[src/rtl/serial_nibble_adder.sv]
// Serial adder: sums two NIBBLES*4-bit operands one nibble per clock through an
// external combinational add_4, rippling the carry through a register.
module serial_nibble_adder #(
  parameter int NIBBLES = 4
) (
  input  logic                 i_clk,
  input  logic                 i_rst_n,
  input  logic                 i_start,
  input  logic [4*NIBBLES-1:0] i_op_a,
  input  logic [4*NIBBLES-1:0] i_op_b,
  input  logic                 i_cin,
  output logic                 o_busy,
  output logic                 o_done,
  output logic [4*NIBBLES-1:0] o_sum,
  output logic                 o_cout,
  output logic                 o_ovf,
  output logic [3:0]           o_add_in_0,
  output logic [3:0]           o_add_in_1,
  output logic                 o_add_cin,
  input  logic [3:0]           i_add_out,
  input  logic                 i_add_cout
);

  localparam int W  = 4 * NIBBLES;
  localparam int IW = (NIBBLES > 1) ? $clog2(NIBBLES) : 1;
  localparam logic [IW-1:0] LAST_IDX = IW'(NIBBLES - 1);

  // state  | meaning
  // S_IDLE | waiting for start; add_4 inputs held at 0
  // S_RUN  | one nibble through add_4 per cycle, carry registered
  // S_DONE | one-cycle done pulse; start ignored
  typedef enum logic [1:0] {
    S_IDLE = 2'd0,
    S_RUN  = 2'd1,
    S_DONE = 2'd2
  } state_t;

  state_t        r_state;
  state_t        w_state_nxt;

  logic [W-1:0]  r_a;
  logic [W-1:0]  r_b;
  logic [W-1:0]  r_sum;
  logic          r_carry;
  logic          r_cout;
  logic          r_ovf;
  logic [IW-1:0] r_idx;

  logic [IW+1:0] w_shift;
  logic [3:0]    w_a_nib;
  logic [3:0]    w_b_nib;
  logic [W-1:0]  w_nib_mask;
  logic [W-1:0]  w_nib_data;
  logic          w_accept;
  logic          w_last;

  assign w_shift    = {r_idx, 2'b00};
  assign w_a_nib    = 4'(r_a >> w_shift);
  assign w_b_nib    = 4'(r_b >> w_shift);
  assign w_nib_mask = W'(4'hF) << w_shift;
  assign w_nib_data = W'(i_add_out) << w_shift;
  assign w_accept   = (r_state == S_IDLE) && i_start;
  assign w_last     = (r_idx == LAST_IDX);

  always_ff @(posedge i_clk or negedge i_rst_n) begin
    if (!i_rst_n) begin
      r_state <= S_IDLE;
    end else begin
      r_state <= w_state_nxt;
    end
  end

  always_comb begin
    w_state_nxt = r_state;
    o_busy      = 1'b0;
    o_done      = 1'b0;
    o_add_in_0  = 4'h0;
    o_add_in_1  = 4'h0;
    o_add_cin   = 1'b0;
    case (r_state)
      S_IDLE: begin
        if (i_start) begin
          w_state_nxt = S_RUN;
        end
      end
      S_RUN: begin
        o_busy     = 1'b1;
        o_add_in_0 = w_a_nib;
        o_add_in_1 = w_b_nib;
        o_add_cin  = r_carry;
        if (w_last) begin
          w_state_nxt = S_DONE;
        end
      end
      S_DONE: begin
        o_done      = 1'b1;
        w_state_nxt = S_IDLE;
      end
      default: begin
        w_state_nxt = S_IDLE;
      end
    endcase
  end

  // sum is deliberately not cleared on accept; nibbles are overwritten in place
  always_ff @(posedge i_clk or negedge i_rst_n) begin
    if (!i_rst_n) begin
      r_a     <= '0;
      r_b     <= '0;
      r_sum   <= '0;
      r_carry <= 1'b0;
      r_cout  <= 1'b0;
      r_ovf   <= 1'b0;
      r_idx   <= '0;
    end else if (w_accept) begin
      r_a     <= i_op_a;
      r_b     <= i_op_b;
      r_carry <= i_cin;
      r_idx   <= '0;
    end else if (r_state == S_RUN) begin
      r_sum   <= (r_sum & ~w_nib_mask) | w_nib_data;
      r_carry <= i_add_cout;
      if (w_last) begin
        r_cout <= i_add_cout;
        r_ovf  <= (r_a[W-1] == r_b[W-1]) && (i_add_out[3] != r_a[W-1]);
      end else begin
        r_idx <= r_idx + 1'b1;
      end
    end
  end

  assign o_sum  = r_sum;
  assign o_cout = r_cout;
  assign o_ovf  = r_ovf;

endmodule

[config.mk]
export PLATFORM = sky130hd
export DESIGN_NAME = serial_nibble_adder
export DESIGN_NICKNAME = d
export VERILOG_FILES = /design/src/rtl/serial_nibble_adder.sv
export SDC_FILE = /design/constraint.sdc
export NUM_CORES = 1
export LEC_CHECK = 0
export CORE_ASPECT_RATIO = 1.75
export CORE_MARGIN = 10
export CORE_UTILIZATION = 25
export CTS_CLUSTER_DIAMETER = 150
export DETAILED_ROUTE_END_ITERATION = 7
export GPL_TIMING_DRIVEN = 0
export PLACE_DENSITY = 0.6
export SYNTH_ARGS = -nofsm -noshare
export SYNTH_HDL_FRONTEND = slang
export SYNTH_SLANG_ARGS = --single-unit
[constraint.sdc]
create_clock -name i_clk -period 1.6 [get_ports i_clk]
set_clock_uncertainty 0.15 [all_clocks]
set_input_delay 0.32 -clock i_clk [delete_from_list [all_inputs] [get_ports i_clk]]
set_output_delay 0.32 -clock i_clk [all_outputs]
set_load 0.005 [all_outputs]
======== Word level (Yosys, flattened, before mapping) ========
Index checks and enable logic that the tools add are counted.
storage, ports and cells
  output and inout bits ................... 29
  word-level logic and storage cells ...... 46
  input port bits ......................... 41
  flip-flop bits (word level) ............. 55
cells by class
  equality and inequality tests ........... 8
  shift-type cells ........................ 4
  reduce and logical (&&, ||, !) cells .... 8
  bitwise operators ....................... 4
  $add $sub $neg .......................... 1
  multiplexer cells ....................... 13
operator list
  kind                    number
  $shr A16 B4 Y4          2
  $and A16 B16 Y16        1
  $not A16 Y16            1
  $or A16 B16 Y16         1
  $shl A4 B4 Y16          1
  $shl A4 B4 Y16 const A  1
  $mux W2                 5
  $mux W4                 2
  $ne A2 B2 Y1 const B    3
  $reduce_and A2 Y1       3
  $mux W1                 5
  $eq A2 B2 Y1 const B    2
  $pmux W2 S2             1
  $reduce_and A3 Y1       1
  $add A2 B1 Y2 const B   1
  $eq A2 B1 Y1 const B    1
  $logic_and A1 B1 Y1     2
  $logic_not A2 Y1        1
  $reduce_bool A2 Y1      1
  $eq A1 B1 Y1            1
  $ne A1 B1 Y1            1
  $not A1 Y1              1

======== Logic depth before layout (Yosys ltp) ========
  word-level depth ........................ 4
  gate-level depth with buffers ........... 6
  depth with buffers taken out ............ 4

======== Worst setup path before layout ========
No wires, ideal clock.
  path kind ............................... reg2out
  start point ............................. register r_idx[0]
  end point ............................... output port o_add_in_0[1]
  slack ................................... -150 ps
  arrival time ............................ 1,280 ps
  path buffers ............................ 2
  data required time ...................... 1,130 ps
  cell stages (with the launch flop) ...... 5
  cell sequence ........................... dfrtp_1 buf_6 buf_12 mux4_2 and2_1
between the ends
  longest elaborated chain between the ends .. 2
RTL lines
  item                    RTL line  text
  start, declared         47        logic [IW-1:0] r_idx;
  start signal, assigned  127       r_idx <= r_idx + 1'b1;
  $shr A16 B4 Y4          58        assign w_a_nib = 4'(r_a >> w_shift);
  $mux W4                 80        case (r_state)
  end, declared           17        output logic [3:0] o_add_in_0,
No other way between the ends.

======== Final worst setup path ========
  start point ............................. register r_idx[0]
  end point ............................... output port o_add_in_1[1]
between the ends
  longest elaborated chain between the ends .. 2
RTL lines
  item            RTL line  text
  $shr A16 B4 Y4  59        assign w_b_nib = 4'(r_b >> w_shift);
  $mux W4         80
  end, declared   18        output logic [3:0] o_add_in_1,
No other way between the ends.

==> results_dict.tcl <==
set metrics [dict create \
    status "finished, violations left" \
    violations "setup timing" \
    fin_util 0.427 \
    grt_pass1_vias 2071 \
    fin_crit_ps 2250 \
    synth.cell_area_um2 2510 \
    synth_flop_cell "dfrtp_1" \
    pre_cts_ws_ps -718 \
    std_cell_rows 48 \
    clock_sinks 55 \
    die-area_um2 14600 \
    r2r_cells 9 \
    hold_violations 0 \
    num_antenna_cells 0 \
    initial_utilization 0.255 \
    synth_edf_count 0 \
    grt_usage 0.102 \
    grt-ovfl-total 0 \
    cts_tree "yes" \
    drt-total-wl_um 7300 \
    yosysWarnings 0 \
    setup_tns_ps -14810 \
    crit_required_ps 1130 \
    slew_viol_final 0 \
    io_buffers 69 \
    setup_viol 61 \
    vias_per_cell 4.51 \
    end_kind "output pin" \
    root_buffer "clkbuf_16" \
    hold_slack_ps 337 \
    multiInputGateArea_um2 1270 \
    crit_family "multiplexers" \
    p_leak_nw 1.91 \
    ys_top_cells_by_area "dfrtp_1 (55%), mux2_2 (12%), a22o_1 (6.3%), mux4_1 (4.2%), mux2_1 (3.6%)" \
    place.gp.congestion 0.710 \
    power_mw 8.74 \
    netlist_top_cells_count "dfrtp_1 (55), mux2_2 (26), a22o_1 (18)" \
    slowest_delay_ps 500 \
    period_share 1.40 \
    crit_arrival_ps 1780 \
    area_growth_pct 67.2 \
    drt_iter0_drc 66 \
    startpoint_type "flop" \
    vias 1825 \
    maxSlewHeadroom 0.719 \
    syn-num-nets 213 \
    grt_max_degree 40 \
    clk_pin_slew_worst_paths_ps 70 \
    ios 70 \
    drtAntennaViolNets 0 \
    r2r_start "r_idx[0]" \
    drc 0 \
    grt_pass1_wl_um 11600 \
    rr_endpoint "r_idx[1]" \
    rrSetupSlack_ps -330 \
    path_cells "buf_6, buf_12, buf_12, mux4_2, and2_4, buf_6" \
    synth-seq-cells 55 \
    synth.distinct_cells 28 \
    setup_slack_ps -648 \
    crit_path_top_delay_cell "mux4_2" \
    place_area_um2 3380 \
    fp.coreArea_um2 9850 \
    cts-htree-levels 2 \
    drive_above_1_share 0.475 \
    rsz0062_at_grt "true" \
    layout.nets 325 \
    die_h_um 153 \
    numCtsBuffers 5 \
    path_buf_inv 4 \
    nFillCells 953 \
    clock.fmax_ghz 0.445 \
    cts_max_path_buffers 2 \
    max_cap_violations 0 \
    post-place-cells 362 \
    crit_type "flop to output pin" \
    yosys.area.top_type "dfrtp_1" \
    max_slew.worst_pin.slew_ps 421 \
    ys_async_sr_fraction 1.00 \
    hold_path_class "input pin to async pin" \
    synth.top_cell.area_share 0.548 \
    synth.most_common_cell "dfrtp_1" \
    die_width_um 95.8 \
    wl_per_cell_um 18.0 \
    drtPass1Iterations 4 \
    dpl.hpwl_um 4960 \
    fin_area_um2 4200 \
    syn_area_per_cell_um2 15.0 \
    clkLatencyLatePin_ps 290 \
    seq_area_um2 1380 \
    fin_cells 405 \
    antenna_found_initial 0 \
    p_per_area_nw_per_um2 2080 \
    critPathMaxFanout 5 \
    synthCells 167 \
    max-vdd-ir-drop_uv 937 \
    seq_area_frac_synth 0.548 \
]
==> how the worst max path moves through the flow <==
stage	start	cells after the start	endpoint	slack (ps)
2_1_floorplan	r_idx[0]	4	o_add_in_0[1]	-130
3_3_place_gp	i_rst_n	1	r_a[10]	-1720
3_5_place_dp	r_idx[0]	5	o_add_in_1[1]	-720
4_1_cts	r_idx[0]	6	o_add_in_1[1]	-690
5_1_grt	r_idx[0]	6	o_add_in_1[1]	-710
6_report	r_idx[0]	6	o_add_in_1[1]	-650
==> state kept, by name, indices dropped and copies added, names as in the netlist <==
name	count
r_carry	1
o_ovf	1
r_b	16
r_a	16
r_state	2
r_idx	2
o_cout	1
o_sum	16
==> layout make-up <==
type / count / share of cell area
timing repair buffer: 108 / 0.268
buffer: 6 / 0.0220
clock buffer: 7 / 0.0339
multi-input combinational: 99 / 0.302
tap: 125 / 0.0372
clock inverter: 1 / 0.00208
sequential: 55 / 0.328
inverter: 4 / 0.00655
==> cell families (layout without fill, tap and decap cells) <==
group	Yosys count	in the layout	share of synthesized area
and+or+nand+nor	27	27	0.0717
adders and majority gates	5	5	0.0249
buffers and inverters	13	126	0.0423
DFF	55	55	0.548
muxes	42	42	0.230
AOI/OAI and AO/OA	25	25	0.0832
==> layer usage <==
metal / track usage / wire (µm) / vias to the layer above
li1: - / - / 845
met1: 0.115 / 2840 / 918
met2: 0.178 / 3860 / 54
met3: 0.0306 / 488 / 8
met4: 0.0318 / 109 / 0
met5: 0 / 0 / -
==> what timing repair did <==
action | in CTS | in global routing
hold endpoints to repair | 16 | 0
setup endpoints to repair | 69 | 63
gates cloned | 3 | 0
pin swaps | 17 | 16
setup buffers | 34 | 9
gates resized for setup | 154 | 21
hold buffers | 1 | 0
==> report_power, final <==
| group | total (mW) | internal (mW) | switching [mW] |
|---|---|---|---|
| combinational | 5.08 | 3.33 | 1.75 |
| sequential | 2.52 | 2.09 | 0.436 |
| clock | 1.13 | 0.628 | 0.498 |
| total | 8.74 | 6.05 | 2.68 |
==> cells in the final DEF (no fill, tap or decap), types with 2 or more instances in the layout <==
master | synthesis | final
dfrtp_2 | 0 | 2
dfrtp_1 | 55 | 53
a22o_1 | 18 | 18
ha_1 | 5 | 2
dlygate4sd2_1 | 0 | 18
clkinv_4 | 0 | 2
nand2_1 | 5 | 2
mux4_2 | 4 | 8
buf_4 | 0 | 18
nand3b_1 | 2 | 2
buf_2 | 3 | 2
a21oi_1 | 2 | 2
mux2_4 | 0 | 32
clkdlybuf4s50_1 | 0 | 39
and2_4 | 0 | 9
ha_4 | 0 | 3
nand2_4 | 0 | 3
buf_12 | 1 | 7
mux2_2 | 26 | 2
buf_8 | 0 | 4
inv_1 | 3 | 2
nand2b_1 | 2 | 2
clkbuf_16 | 0 | 5
nor3_4 | 0 | 4
buf_16 | 0 | 2
buf_6 | 5 | 23
Power figures use the tool's default switching activity.
